<file path="src/rtl/ibuf_pkg.sv">
`default_nettype none
// ============================================================================
//  Module      : ibuf_pkg
//  Description : Shared sizing helpers and status type for the input buffer
//                controller. Pointer and occupancy widths are derived from the
//                queue depth so every file sizes its vectors identically.
//  Contents    : ibuf_ptr_w()  - pointer width for a given depth
//                ibuf_cnt_w()  - occupancy width (must hold the value DEPTH)
//                ibuf_status_t - full / empty / almost-full flag bundle
//  Revision    : 1.0 - initial release
// ============================================================================
package ibuf_pkg;

    localparam int IBUF_DEFAULT_WIDTH = 16;
    localparam int IBUF_DEFAULT_DEPTH = 4;

    // Pointer indexes DEPTH entries; clamp at one bit for degenerate depths.
    function automatic int ibuf_ptr_w(input int depth);
        return (depth < 2) ? 1 : $clog2(depth);
    endfunction

    // Occupancy spans 0..DEPTH inclusive, hence one bit wider than the pointer.
    function automatic int ibuf_cnt_w(input int depth);
        return $clog2(depth) + 1;
    endfunction

    typedef struct packed {
        logic full;
        logic empty;
        logic almost_full;
    } ibuf_status_t;

endpackage : ibuf_pkg
`default_nettype wire

</file>
<file path="src/rtl/ibuf_ptr.sv">
`default_nettype none
// ============================================================================
//  Module      : ibuf_ptr
//  Description : Wrapping pointer counter for the input buffer. DEPTH is a
//                power of two, so the pointer wraps by natural overflow.
//                clr takes priority over inc.
//  Ports       : clk   - clock
//                reset - asynchronous active-high reset
//                clr   - synchronous clear to zero
//                inc   - advance pointer by one
//                ptr   - current pointer value
//  Revision    : 1.0 - initial release
// ============================================================================
module ibuf_ptr
    import ibuf_pkg::*;
#(
    parameter int DEPTH = IBUF_DEFAULT_DEPTH
) (
    input  logic                          clk,
    input  logic                          reset,
    input  logic                          clr,
    input  logic                          inc,
    output logic [ibuf_ptr_w(DEPTH)-1:0]  ptr
);

    localparam int PTR_W = ibuf_ptr_w(DEPTH);

    logic [PTR_W-1:0] r_ptr;

    always_ff @(posedge clk or posedge reset) begin
        if (reset) begin
            r_ptr <= '0;
        end else if (clr) begin
            r_ptr <= '0;
        end else if (inc) begin
            r_ptr <= r_ptr + PTR_W'(1);
        end
    end

    assign ptr = r_ptr;

endmodule : ibuf_ptr
`default_nettype wire

</file>
<file path="src/rtl/input_buffer_ctrl.sv">
`default_nettype none
// ============================================================================
//  Module      : input_buffer_ctrl
//  Description : DEPTH-entry first-word-fall-through queue with valid/ready
//                handshakes on both sides. One-hot write strobes and one-hot
//                read selects drive DEPTH single-word registers. Occupancy,
//                an almost-full flag and a high-water mark are reported.
//  Ports       : clk, reset      - clock, async active-high reset
//                flush_i         - synchronous clear of pointers/count/hwm
//                in_data_i/in_valid_i/in_ready_o    - producer side
//                out_data_o/out_valid_o/out_ready_i - consumer side
//                count_o         - current occupancy
//                almost_full_o   - count_o >= AF_THRESH
//                hwm_o           - peak occupancy since reset/flush
//  Revision    : 1.0 - initial release
// ============================================================================
module input_buffer_ctrl
    import ibuf_pkg::*;
#(
    parameter int WIDTH     = IBUF_DEFAULT_WIDTH,
    parameter int DEPTH     = IBUF_DEFAULT_DEPTH,
    parameter int AF_THRESH = DEPTH - 1
) (
    input  logic                          clk,
    input  logic                          reset,
    input  logic                          flush_i,
    input  logic [WIDTH-1:0]              in_data_i,
    input  logic                          in_valid_i,
    output logic                          in_ready_o,
    output logic [WIDTH-1:0]              out_data_o,
    output logic                          out_valid_o,
    input  logic                          out_ready_i,
    output logic [ibuf_cnt_w(DEPTH)-1:0]  count_o,
    output logic                          almost_full_o,
    output logic [ibuf_cnt_w(DEPTH)-1:0]  hwm_o
);

    localparam int PTR_W = ibuf_ptr_w(DEPTH);
    localparam int CNT_W = ibuf_cnt_w(DEPTH);

    typedef logic [CNT_W-1:0] cnt_t;
    typedef logic [PTR_W-1:0] ptr_t;

    localparam cnt_t c_full = cnt_t'(DEPTH);
    localparam cnt_t c_af   = cnt_t'(AF_THRESH);

    cnt_t         r_count;
    cnt_t         r_hwm;
    cnt_t         w_count_nxt;
    ptr_t         w_wr_ptr;
    ptr_t         w_rd_ptr;
    ibuf_status_t w_status;

    logic w_push;
    logic w_pop;
    logic w_push_ok;
    logic w_pop_ok;

    logic [DEPTH-1:0]            w_wr_stb;
    logic [DEPTH-1:0]            w_rd_sel;
    logic [DEPTH-1:0][WIDTH-1:0] w_gated;
    logic [WIDTH-1:0]            w_rd_data;

    // ------------------------------------------------------------------
    // Flags come only from registered occupancy, so neither handshake
    // input has a combinational path to in_ready_o / out_valid_o.
    // ------------------------------------------------------------------
    assign w_status.full        = (r_count == c_full);
    assign w_status.empty       = (r_count == '0);
    assign w_status.almost_full = (r_count >= c_af);

    // No bypass: a full queue refuses the push even if a pop happens now.
    assign w_push = in_valid_i & ~w_status.full;
    assign w_pop  = out_ready_i & ~w_status.empty;

    // Flush discards whatever handshakes coincide with it.
    assign w_push_ok = w_push & ~flush_i;
    assign w_pop_ok  = w_pop  & ~flush_i;

    // ------------------------------------------------------------------
    // Pointers
    // ------------------------------------------------------------------
    ibuf_ptr #(
        .DEPTH (DEPTH)
    ) u_wr_ptr (
        .clk   (clk),
        .reset (reset),
        .clr   (flush_i),
        .inc   (w_push_ok),
        .ptr   (w_wr_ptr)
    );

    ibuf_ptr #(
        .DEPTH (DEPTH)
    ) u_rd_ptr (
        .clk   (clk),
        .reset (reset),
        .clr   (flush_i),
        .inc   (w_pop_ok),
        .ptr   (w_rd_ptr)
    );

    // ------------------------------------------------------------------
    // Occupancy and high-water mark
    // ------------------------------------------------------------------
    always_comb begin
        w_count_nxt = r_count;
        unique case ({w_push_ok, w_pop_ok})
            2'b10:   w_count_nxt = r_count + cnt_t'(1);
            2'b01:   w_count_nxt = r_count - cnt_t'(1);
            default: w_count_nxt = r_count;
        endcase
    end

    always_ff @(posedge clk or posedge reset) begin
        if (reset) begin
            r_count <= '0;
            r_hwm   <= '0;
        end else if (flush_i) begin
            r_count <= '0;
            r_hwm   <= '0;
        end else begin
            r_count <= w_count_nxt;
            // Track against the next count so the mark is never a cycle late.
            if (w_count_nxt > r_hwm) begin
                r_hwm <= w_count_nxt;
            end
        end
    end

    // ------------------------------------------------------------------
    // Storage: one register per entry with its own strobe and read gate.
    // Flush leaves stored words intact; only reset clears them.
    // ------------------------------------------------------------------
    generate
        for (genvar i = 0; i < DEPTH; i++) begin : g_entry
            logic [WIDTH-1:0] r_word;

            assign w_wr_stb[i] = w_push_ok & (w_wr_ptr == ptr_t'(i));
            assign w_rd_sel[i] = ~w_status.empty & (w_rd_ptr == ptr_t'(i));

            always_ff @(posedge clk or posedge reset) begin
                if (reset) begin
                    r_word <= '0;
                end else if (w_wr_stb[i]) begin
                    r_word <= in_data_i;
                end
            end

            assign w_gated[i] = w_rd_sel[i] ? r_word : '0;
        end
    endgenerate

    // Read select is one-hot (or all-zero when empty), so OR-ing the gated
    // entries acts as the output mux and yields zero on an empty queue.
    always_comb begin
        w_rd_data = '0;
        for (int k = 0; k < DEPTH; k++) begin
            w_rd_data = w_rd_data | w_gated[k];
        end
    end

    // ------------------------------------------------------------------
    // Outputs
    // ------------------------------------------------------------------
    assign in_ready_o    = ~w_status.full;
    assign out_valid_o   = ~w_status.empty;
    assign out_data_o    = w_rd_data;
    assign count_o       = r_count;
    assign almost_full_o = w_status.almost_full;
    assign hwm_o         = r_hwm;

endmodule : input_buffer_ctrl
`default_nettype wire

</file>
<file path="config.mk">
export PLATFORM = sky130hd
export DESIGN_NAME = input_buffer_ctrl
export DESIGN_NICKNAME = d
export VERILOG_FILES = /design/src/rtl/ibuf_pkg.sv /design/src/rtl/ibuf_ptr.sv /design/src/rtl/input_buffer_ctrl.sv
export SDC_FILE = /design/constraint.sdc
export NUM_CORES = 1
export LEC_CHECK = 0
export BUFFER_PORTS_ARGS = -buffer_cell sky130_fd_sc_hd__buf_2
export CORE_MARGIN = 8
export CORE_UTILIZATION = 35
export DETAILED_ROUTE_END_ITERATION = 8
export SLEW_MARGIN = 10
export SYNTH_ARGS = -nofsm -noshare
export SYNTH_HDL_FRONTEND = slang
export SYNTH_SLANG_ARGS = --single-unit
</file>
<file path="constraint.sdc">
create_clock -name clk -period 3.7 [get_ports clk]
set_clock_uncertainty 0.05 [all_clocks]
set_input_delay 0.74 -clock clk [delete_from_list [all_inputs] [get_ports clk]]
set_output_delay 0.74 -clock clk [all_outputs]
set_load 0.05 [all_outputs]
</file>
* Word-level counts from Yosys, hierarchy flattened
Index checks and enable logic that the tools add are counted.
Cells by class: add/subtract/negate cells 4, $lt $le $gt $ge 2, eq/ne operators 9, mux-type cells 12, bitwise gates (word level) 18, reduce and logical (&&, ||, !) cells 6
Operators with widths (number):
- $mux 16 | 4
- $or 16x16->16 | 3
- $and 1x1->1 | 12
- $eq 2x2->1 const B | 5
- $mux 3 | 3
- $mux 2 | 4
- $eq 2x1->1 const B | 3
- $pmux 3 s2 | 1
- $reduce_bool 2->1 | 3
- $add 2x1->2 const B | 2
- $logic_not 2->1 | 2
- $add 3x1->3 const B | 1
- $eq 3x3->1 const B | 1
- $ge 3x2->1 const B | 1
- $gt 3x3->1 | 1
- $logic_not 3->1 | 1
- $not 1->1 | 3
- $sub 3x1->3 const B | 1
Word-level totals: register bits after elaboration 74, input port bits 21, output and inout port bits 25, logic and storage cells 59

* Longest topological paths before layout
Gate-level depths: netlist of the first run.
word-level depth 9, depth in mapped cells 15, depth with buffers taken out 15

* Cells and area by module
A second synthesis of the first run with hierarchy kept.
Unflattened totals: cells, all modules 233, area total of the unflattened synthesis 3487.1 µm²
By module, submodules not included:
- input_buffer_ctrl | times used 1, cells each 217, area each 3301.9 µm², sequential area each 1751.7 µm²
- ibuf_ptr | times used 2, cells each 8, area each 92.6 µm², sequential area each 50.0 µm²

* Least setup slack after synthesis of the first run
Ideal clock, no wire load.
path kind reg-to-reg, start point register r_count[1], in the netlist count_o[1], end point register r_hwm[2], in the netlist hwm_o[2], setup time 94 ps, arrival 3660 ps, data required time 3556 ps, path slack -104 ps, cell stages (with the launch flop) 16, buffers on the path 0, clock period less this slack 3804 ps, path through dfrtp_1 nor3_1 inv_1 nand2_1 nor2_1 ha_1 fa_1 xnor2_1 nor2_1 xnor2_1 inv_1 ha_1 and3_1 a21oi_1 nor2_1 a211oi_1
Between the ends: longest elaborated chain between the ends 8, elaborated cells between the ends (all ways) 17, those cells by class add/sub: 2; order compare: 1; eq/ne: 3; mux: 3; bitwise: 6; reduce/logical: 2
Ends and longest elaborated chain:
- start, declared | RTL line input_buffer_ctrl.sv:47 | cnt_t r_count;
- start signal, assigned | RTL line input_buffer_ctrl.sv:123 | r_count <= w_count_nxt;
- $logic_not 3->1 (*) | RTL line input_buffer_ctrl.sv:69 | assign w_status.empty = (r_count == '0);
- $not 1->1 (*)
- via out_valid_o | RTL line input_buffer_ctrl.sv:31 | output logic out_valid_o,
- $and 1x1->1 (*) | RTL line input_buffer_ctrl.sv:74 | assign w_pop = out_ready_i & ~w_status.empty;
- $and 1x1->1 (*) | RTL line input_buffer_ctrl.sv:78 | assign w_pop_ok = w_pop & ~flush_i;
- $eq 2x1->1 / $eq 2x2->1 (equally long branches) | RTL line input_buffer_ctrl.sv:108 | unique case ({w_push_ok, w_pop_ok})
- $pmux 3 s2 (*) | RTL line input_buffer_ctrl.sv:108
- $gt 3x3->1 / $mux 3 (equally long branches) | RTL line input_buffer_ctrl.sv:125 | if (w_count_nxt > r_hwm) begin
- $reduce_bool 2->1 (no source line) / $mux 3 (equally long branches)
- end signal, assigned | RTL line input_buffer_ctrl.sv:126 | r_hwm <= w_count_nxt;
- end, declared | RTL line input_buffer_ctrl.sv:48 | cnt_t r_hwm;
The timed path passes the listed nets; every way through them passes the cells marked *. The select of a mux whose other input is x is not followed. A chain may end at the register's enable or synchronous reset.

* Worst setup path in the final report of the first run
start point register r_count[1], in the netlist count_o[1], end point register r_hwm[0], in the netlist hwm_o[0]
Between the ends: longest elaborated chain between the ends 8, elaborated cells between the ends (all ways) 17, those cells by class add/sub: 2; order compare: 1; eq/ne: 3; mux: 3; bitwise: 6; reduce/logical: 2
Ends and longest elaborated chain (RTL line):
- $eq 3x3->1 / $logic_not 3->1 (equally long branches) | input_buffer_ctrl.sv:68, input_buffer_ctrl.sv:69
- $not 1->1 (on tied branches) | input_buffer_ctrl.sv:73, input_buffer_ctrl.sv:74
- $and 1x1->1 (on tied branches) | input_buffer_ctrl.sv:73, input_buffer_ctrl.sv:74
- $and 1x1->1 (on tied branches) | input_buffer_ctrl.sv:77, input_buffer_ctrl.sv:78
- $eq 2x1->1 / $eq 2x2->1 (equally long branches) | input_buffer_ctrl.sv:108
- $pmux 3 s2 (*) | input_buffer_ctrl.sv:108
- $gt 3x3->1 / $mux 3 (equally long branches) | input_buffer_ctrl.sv:125
- $reduce_bool 2->1 (no source line) / $mux 3 (equally long branches)
Every way passes the cells marked *; elsewhere a longest branch is shown, timed or not. The select of a mux whose other input is x is not followed.

==> flow_summary.toml, run 1 <==
[finish]
syn2layout_area_growth_pct = 15.5
antennaDiodeCount = 0
fin_nets = 349
drive_gt1_frac = 0.436
finalInstanceArea_um2 = 4250

[setup_path]
required_ns = 3.88
max_stage_delay_ns = 0.46
crit_slowest_cell = "dfrtp_1"
r2r_cells = 15
timing.rr.start = "count_o[1]$_DFF_PP0_"
crit_arrival_ns = 3.51
regToRegSetupSlack_ns = 0.37
critPathCapture = "hwm_o[0]$_DFFE_PP0P_"
start_kind = "register"
timing.rr.end = "hwm_o[0]$_DFFE_PP0P_"
path_cells = "nor3_2 -> inv_2 -> nand2_1 -> nor2_1 -> ha_1 -> fa_1 -> xnor2_1 -> nor2_1 -> xnor2_1 -> inv_1 -> ha_1 -> and3_1 -> a21oi_1 -> buf_4 -> o21ai_0"
critical_path.startpoint = "count_o[1]$_DFF_PP0_"
crit_type = "reg -> reg"
crit_fanout = 7
critPathCaptureType = "register"

[sta]
finalCritPeriodShare = 0.900
setup_tns_ns = 0
fin_hold_ws_ns = 0.458
fmax_ghz = 0.300
fin_crit_ns = 3.33
fin_ws_ns = 0.370
slew_viol_final = 0
finalHoldViolCount = 0
worstMarginPinSlew_ns = 0.788
rsz0062_at_grt = "no"
setup_viol = 0
relSlewSlack = 0.474

[synth]
yosysWarningCount = 0
synth_most_common_cell = "dfrtp_1"
synth_xor_area_frac = 0.0119
synth_seq_cells = 74
ys_top_cells_by_area = "dfrtp_1 (50%), mux2_4 (16%), mux2_2 (7.4%)"
synth_edf_count = 0
synth_ff_type = "dfrtp_1"
synth_top_area_cell = "dfrtp_1"
synth_common_cells = "dfrtp_1 (74), mux2_4 (40), a22oi_1 (32), mux2_2 (24), nand2_1 (19)"
ys_seq_area_frac = 0.504
syn_area_um2 = 3680
synth_top_cell_area_share = 0.504
synthArstFlopShare = 1.00
syn-num-nets = 298
synth_top_family_by_area = "multiplexers"
synth_compound_area_frac = 0.0827
synth_fa_ha_area_frac = 0.0463
synthMuxAreaShare = 0.240
synth.distinct_cells = 28
synth-simple-area-share = 0.0722
syn_avg_cell_area_um2 = 13.9
syn_inst = 264

[placement]
dpl_cell_area_um2 = 4000
port_buffers = 45
dp_slack_ns = 0.203
gp_congestion = 0.742
hpwl_um = 5150

[clock_network]
postCtsHoldBufs = 0
clkSlewWorstSetupHoldPaths_ns = 0.08
clock_path_buffers = 2
cts_buffers = 9
clk_latency_ns = 0.34
cts_sinks = 74
cts.htree.levels = 3
clock-root-buffer = "clkbuf_8"
cts_tree = "yes"

[pwr]
power.density_nw_per_um2 = 665
ir_drop_mv = 0.312
power_mw = 2.82
power_leakage_nw = 2.15

[detailed_routing]
drtIter0Drc = 126
wl_per_cell_um = 17.4
wl_um = 7920
via_per_inst = 4.94
vias = 2249
drc_errors = 0
drt-pass1-iter-count = 4
ant_nets = 0

[global_route]
grt_pass1_vias = 2531
antenna_found_initial = 0
grt-ovfl-total = 0
track_usage = 0.120
grt_pass1_wl_um = 13400
grt_max_degree = 41

[run_status]
outcome = "complete, no violations"

[floorplanning]
fp-row-count = 37
chipHeight_um = 118
coreArea_um2 = 10300
start_util = 0.358
die_area_um2 = 14000
die_w_um = 118
pin_count = 46

[flow_run]
maxCapViolCount = 0

[min_path]
hp-class = "reg -> reg"
## where the power goes
part | switching (mW) | leakage [nW] | internal [mW] | total [mW]
registers | 0.140 | 0.935 | 1.05 | 1.19
logic | 0.475 | 1.10 | 0.404 | 0.880
clock network | 0.307 | 0.112 | 0.446 | 0.754
total | 0.923 | 2.15 | 1.90 | 2.82
## layer usage
metal	track usage	vias up	wire, um
li1	-	1043	-
met1	0.159	1148	3920
met2	0.180	51	3560
met3	0.0405	7	364
met4	0.0379	0	72
met5	0	-	0
## cell families after synthesis
| logic type | count (synthesis) |
|---|---|
| buffers and inverters | 21 |
| adders and majority gates | 13 |
| xor gates and xnor gates | 5 |
| AOI/OAI and AO/OA | 43 |
| muxes | 65 |
| and+or+nand+nor | 43 |
| DFF | 74 |
## registers in the layout (all words and copies together), names as in the netlist
register        flops
count_o             3
hwm_o               3
u_rd_ptr.ptr        2
g_entry.r_word     64
u_wr_ptr.ptr        2
## critical path, delay by kind of cell (launching register included)
family / cells / cell delay (ns)
simple gates: 5 / 0.69
fa+ha+maj: 3 / 0.92
compound gates: 2 / 0.34
buf+inv: 3 / 0.34
flops: 1 / 0.46
xor+xnor: 2 / 0.41
## cells in the final DEF (no fill, tap or decap), types with 3 or more instances in the layout
cell	instances
dfrtp_1	74
buf_2	45
mux2_4	40
a22oi_1	32
mux2_2	24
nand2_1	19
ha_1	12
inv_1	9
clkbuf_8	9
nor2_1	8
a21oi_1	7
nand2_8	4
xnor2_1	4
and2_1	4
buf_4	4
bufinv_16	3
## stage by stage
stage / util / std cells
3_5_place_dp: 0.389 / 440
4_1_cts: 0.413 / 455
5_1_grt: 0.413 / 455
2_1_floorplan: - / 264
6_report: 0.413 / 455
3_3_place_gp: 0.389 / 440
## timing repair
action | 4_1_cts | 5_1_grt
endpoints found under the setup margin | 0 | 2
setup buffers | 0 | 0
resized for setup | 0 | 1
## area by class of cell
cell class	count	area, um2
flip-flops and latches	74	1850
clock inverters	6	114
inverters	11	41.3
well taps	136	170
repair buffers	50	275
multi-input cells	169	1670
clock buffers	9	124
fillers	998	6030
## worst min-delay path by stage
stage                                      start                                end  slack, ns  cells after the start
2_1_floorplan  g_entry[0].r_word[10]$_DFFE_PP0P_  g_entry[0].r_word[10]$_DFFE_PP0P_       0.43                      1
3_3_place_gp   g_entry[0].r_word[10]$_DFFE_PP0P_  g_entry[0].r_word[10]$_DFFE_PP0P_       0.44                      1
3_5_place_dp   g_entry[0].r_word[11]$_DFFE_PP0P_  g_entry[0].r_word[11]$_DFFE_PP0P_       0.44                      1
4_1_cts        g_entry[0].r_word[11]$_DFFE_PP0P_  g_entry[0].r_word[11]$_DFFE_PP0P_       0.46                      1
5_1_grt        g_entry[2].r_word[11]$_DFFE_PP0P_  g_entry[2].r_word[11]$_DFFE_PP0P_       0.48                      1
6_report       g_entry[1].r_word[10]$_DFFE_PP0P_  g_entry[1].r_word[10]$_DFFE_PP0P_       0.46                      1
No activity file was read; power rests on OpenSTA's default activity.
==> run 2: changes to the inputs <==
Settings changed: CORE_ASPECT_RATIO set to 1.2, CORE_MARGIN 8 to not set, MAX_ROUTING_LAYER set to met4.
==> run 2 against run 1 <==
  * Wire length decreased by 4.8%
  * Register-to-register slack worse by 0.04 ns
  * Non-clock buffer count shrank 1
  * Global-route usage is 3.6 points higher
  * Design area increased by 0.18%
  * Clock power rose by 8.5%
  * Die area is 22% lower
  * Flip-flop and latch count is the same
  * Critical path depth is the same
  * Sequential share of layout area down 0.077 points
  * Combinational power is 2% lower
  * Critical path type unchanged
  * Highest routed layer unchanged
==> flow_summary.toml, run 2 (synthesis gave the netlist of run 1 again) <==
[flow_run]
maxCapViolCount = 0

[pwr]
power_leakage_nw = 2.15
intPower_mw = 1.90
seq_power_share = 0.414
power_mw = 2.87
ir_drop_mv = 0.306
power.density_nw_per_um2 = 675
switching_share = 0.338
netSwitchingPower_mw = 0.970
p_comb_frac = 0.301
pwr-share-clk = 0.285

[finish]
finalInstanceArea_um2 = 4250
largest_reg_flops = 64
final_cell_mix = "dfrtp_1 (74), buf_2 (45), mux2_4 (40)"
fin_nets = 348
drive_gt1_frac = 0.436
antennaDiodeCount = 0
syn2layout_area_growth_pct = 15.7
largest-register = "g_entry.r_word"
final_common_cell = "dfrtp_1"

[placement]
dpl_cell_area_um2 = 3970
gp_congestion = 0.762
port_buffers = 45
dp_slack_ns = 0.141
hpwl_um = 4680

[clock_network]
clk_latency_ns = 0.33
postCtsSetupBuffers = 0
clock-root-buffer = "clkbuf_16"
cts.htree.levels = 3
ctsResizeCount = 0
clock_path_buffers = 2
cts_buffers = 9
cts_sinks = 74
clkSlewWorstSetupHoldPaths_ns = 0.06
cts_tree = "yes"
postCtsHoldBufs = 0

[detailed_routing]
wl_um = 7540
drc_errors = 0
wl_per_cell_um = 16.9
via_per_inst = 4.96
drt-pass1-iter-count = 4
ant_nets = 0
vias = 2208
drtIter0Drc = 168

[sta]
fmax_ghz = 0.297
relSlewSlack = 0.378
finalCritPeriodShare = 0.911
worstMarginPinSlew_ns = 0.934
setup_tns_ns = 0
slew_viol_final = 0
fin_crit_ns = 3.37
setup_viol = 0
fin_ws_ns = 0.331
rsz0062_at_grt = "no"
finalHoldViolCount = 0

[setup_path]
crit_type = "reg -> reg"
required_ns = 3.89
crit_arrival_ns = 3.56
critPathCaptureType = "register"
start_kind = "register"
crit_fanout = 7

[floorplanning]
die_area_um2 = 10900
fp-row-count = 40
start_util = 0.364
pin_count = 46
die_w_um = 95.6
chipHeight_um = 114
coreArea_um2 = 10100

[global_route]
grt_pass1_vias = 2374
grt_max_degree = 75
track_usage = 0.156
grt-ovfl-total = 0
antenna_found_initial = 0
grt_pass1_wl_um = 12300

[run_status]
outcome = "complete, no violations"

[min_path]
hp-class = "reg -> reg"
[run 2: cell types whose count changed in the layout (fill, tap and decap cells not counted)]
cell,before,now
clkbuf_16,0,9
clkbuf_8,9,0
bufinv_16,3,0
a21oi_1,7,6
a21oi_2,0,1
buf_12,1,0
clkinv_2,0,1
clkinv_4,0,1
clkinvlp_4,2,3
inv_6,1,2
nor3_1,0,1
nor3_2,1,0
[run 2: per-stage QoR]
step / std cells / util / hold slack [ns]
after floorplan: 264 / - / 0.430
after global placement: 429 / 0.393 / 0.437
after detailed placement: 429 / 0.393 / 0.444
after CTS: 445 / 0.420 / 0.456
after global routing: 445 / 0.421 / 0.465
final: 445 / 0.421 / 0.453
[run 2: final timing paths]
path                                              startpoint                           endpoint  slack [ns]  depth (start not counted)
max in group asynchronous                              reset  g_entry[2].r_word[14]$_DFFE_PP0P_        2.36                          3
setup / recovery                        count_o[1]$_DFF_PP0_               hwm_o[2]$_DFFE_PP0P_        0.33                         15
hold / removal             g_entry[1].r_word[14]$_DFFE_PP0P_  g_entry[1].r_word[14]$_DFFE_PP0P_        0.45                          1
setup reg to reg                        count_o[1]$_DFF_PP0_               hwm_o[2]$_DFFE_PP0P_        0.33                         15
min in group asynchronous                              reset               hwm_o[1]$_DFFE_PP0P_        0.64                          3
hold reg to reg            g_entry[1].r_word[14]$_DFFE_PP0P_  g_entry[1].r_word[14]$_DFFE_PP0P_        0.45                          1
[run 2: worst max-delay path, stage by stage, from the launching register on]
cell and delay, ns:
dfrtp_1 0.44, nor3_1 0.34, inv_2 0.13, nand2_1 0.14
nor2_1 0.06, ha_1 0.23, fa_1 0.39, xnor2_1 0.16
nor2_1 0.06, xnor2_1 0.23, inv_1 0.08, ha_1 0.32
and3_1 0.19, a21oi_2 0.20, nor2_1 0.06, a211oi_1 0.20
[run 2: final cells by class]
type                            count  area [um2]
Inverter                           11        41.3
Fill cell                         946        5860
Tap cell                          126         158
Clock inverter                      7        53.8
Sequential cell                    74        1850
Timing Repair Buffer               49         255
Clock buffer                        9         225
Multi-Input combinational cell    169        1670
[run 2: power groups by stage]
stage	logic, mW	clock network, mW	registers [mW]
finish	0.865	0.818	1.19
global placement	0.843	0	1.19
CTS	0.868	0.834	1.19
detailed placement	0.863	0	1.20
floorplan	0.665	0	1.21
global route	0.937	0.875	1.22
[run 2: layer usage]
metal / GRT usage / vias to the layer above / routed length [um]
li1: - / 1045 / -
met1: 0.202 / 1104 / 3600
met2: 0.234 / 47 / 3520
met3: 0.0372 / 12 / 271
met4: 0.0617 / 0 / 146
met5: - / - / 0
==> run 3: changes to the inputs <==
Settings changed: CORE_UTILIZATION 35 to 58, PLACE_DENSITY_LB_ADDON set to 0.3.
==> run 3 against run 2 <==
  * Non-clock buffer count rose by 1
  * Critical endpoint unchanged
  * Critical path type unchanged
  * Hold slack better by 0.0054 ns
  * Critical path depth unchanged
==> flow_summary.toml, run 3 (synthesis gave the netlist of run 1 again) <==
[setup_path]
critPathCaptureType = "register"
crit_type = "reg -> reg"
required_ns = 3.89
start_kind = "register"
crit_arrival_ns = 3.57
crit_fanout = 7

[clock_network]
clkSlewWorstSetupHoldPaths_ns = 0.08
clock_path_buffers = 2
cts_tree = "yes"
postCtsSetupBuffers = 0
cts_sinks = 74
clk_latency_ns = 0.34
cts.htree.levels = 3
cts_buffers = 9
clock-root-buffer = "clkbuf_8"

[finish]
largest-register = "g_entry.r_word"
largest_reg_flops = 64
antennaDiodeCount = 0
finalCoreUtilization = 0.684
nFillCells = 459
final_common_cell = "dfrtp_1"
final_cell_mix = "dfrtp_1 (74), buf_2 (45), mux2_4 (40)"
syn2layout_area_growth_pct = 13.4
fin_nets = 349
drive_gt1_frac = 0.441

[floorplanning]
fp-row-count = 31
die_area_um2 = 6660
pin_count = 46
start_util = 0.604
die_w_um = 74.7
coreArea_um2 = 6090
chipHeight_um = 89.2

[pwr]
power.density_nw_per_um2 = 669
power_leakage_nw = 2.15
ir_drop_mv = 0.378

[sta]
fin_crit_ns = 3.38
finalHoldViolCount = 0
fmax_ghz = 0.296
relSlewSlack = 0.517
slew_viol_final = 0
worstMarginPinSlew_ns = 0.723
rsz0062_at_grt = "no"
finalCritPeriodShare = 0.913
setup_viol = 0
setup_tns_ns = 0

[placement]
gp_congestion = 0.734
hpwl_um = 4630
port_buffers = 45

[detailed_routing]
ant_nets = 0
drt-pass1-iter-count = 6
wl_per_cell_um = 17.7
via_per_inst = 5.60
drtIter0Drc = 90
wl_um = 7110
vias = 2250
drc_errors = 0

[global_route]
grt_pass1_wl_um = 11300
grt_max_degree = 37
antenna_found_initial = 0
grt_pass1_vias = 2331
track_usage = 0.245
grt-ovfl-total = 0

[run_status]
outcome = "complete, no violations"

[flow_run]
maxCapViolCount = 0

[min_path]
hp-class = "in -> async"
## run 3: what timing repair did
| action | in CTS | in global routing |
|---|---|---|
| hold buffers | 0 | 0 |
| gates resized for setup | 0 | 2 |
| setup endpoints to repair | 0 | 3 |
## run 3: final cells by class
type	count	area, um2	area share
inverters	11	41.3	0.00991
well taps	82	103	0.0246
clock buffers	11	151	0.0363
repair buffers	50	263	0.0630
clock inverters	5	85.1	0.0204
flip-flops and latches	74	1850	0.444
multi-input cells	169	1670	0.401
## run 3: power breakdown
group | switching [mW] | leakage, nW | internal [mW]
Clock | 0.312 | 0.116 | 0.420
Combinational | 0.470 | 1.09 | 0.393
Sequential | 0.144 | 0.935 | 1.05
Total | 0.926 | 2.15 | 1.86
## run 3: worst paths after layout
kind | cells after the start | startpoint | end | slack (ns)
setup reg to reg | 15 | count_o[1]$_DFF_PP0_ | hwm_o[2]$_DFFE_PP0P_ | 0.32
max in group asynchronous | 3 | reset | g_entry[2].r_word[10]$_DFFE_PP0P_ | 2.39
setup / recovery | 15 | count_o[1]$_DFF_PP0_ | hwm_o[2]$_DFFE_PP0P_ | 0.32
hold / removal | 2 | reset | g_entry[2].r_word[5]$_DFFE_PP0P_ | 0.46
hold reg to reg | 1 | g_entry[3].r_word[2]$_DFFE_PP0P_ | g_entry[3].r_word[2]$_DFFE_PP0P_ | 0.46
min in group clk | 1 | g_entry[3].r_word[2]$_DFFE_PP0P_ | g_entry[3].r_word[2]$_DFFE_PP0P_ | 0.46
## run 3: metrics by stage
step / hold slack [ns] / cell area (um2) / instances / setup WS [ns] / total power, mW
CTS: 0.460 / 4160 / 402 / 0.157 / 2.79
floorplan: 0.430 / 3680 / 264 / 0.00589 / 1.87
detailed placement: 0.443 / 3920 / 386 / 0.0807 / 2.06
global route: 0.476 / 4170 / 402 / 0.0484 / 2.92
global placement: 0.438 / 3920 / 386 / 0.253 / 2.02
finish: 0.459 / 4170 / 402 / 0.321 / 2.79
## run 3: layer usage
layer | vias up | share of wire | track usage
met1 | 1149 | 0.46 | 0.301
met3 | 10 | 0.029 | 0.0485
met5 | - | 0 | -
met2 | 49 | 0.50 | 0.397
li1 | 1042 | - | -
met4 | 0 | 0.013 | 0.0943
## run 3: critical path: stages, from the launching register on
cell and delay (ns):
dfrtp_1 0.47, nor3_2 0.26, inv_2 0.09, nand2_1 0.13, nor2_1 0.06, ha_1 0.23
fa_1 0.38, xnor2_1 0.17, nor2_1 0.07, xnor2_1 0.27, inv_1 0.08, ha_1 0.31
and3_1 0.19, a21oi_2 0.20, nor2_1 0.07, a211oi_1 0.25
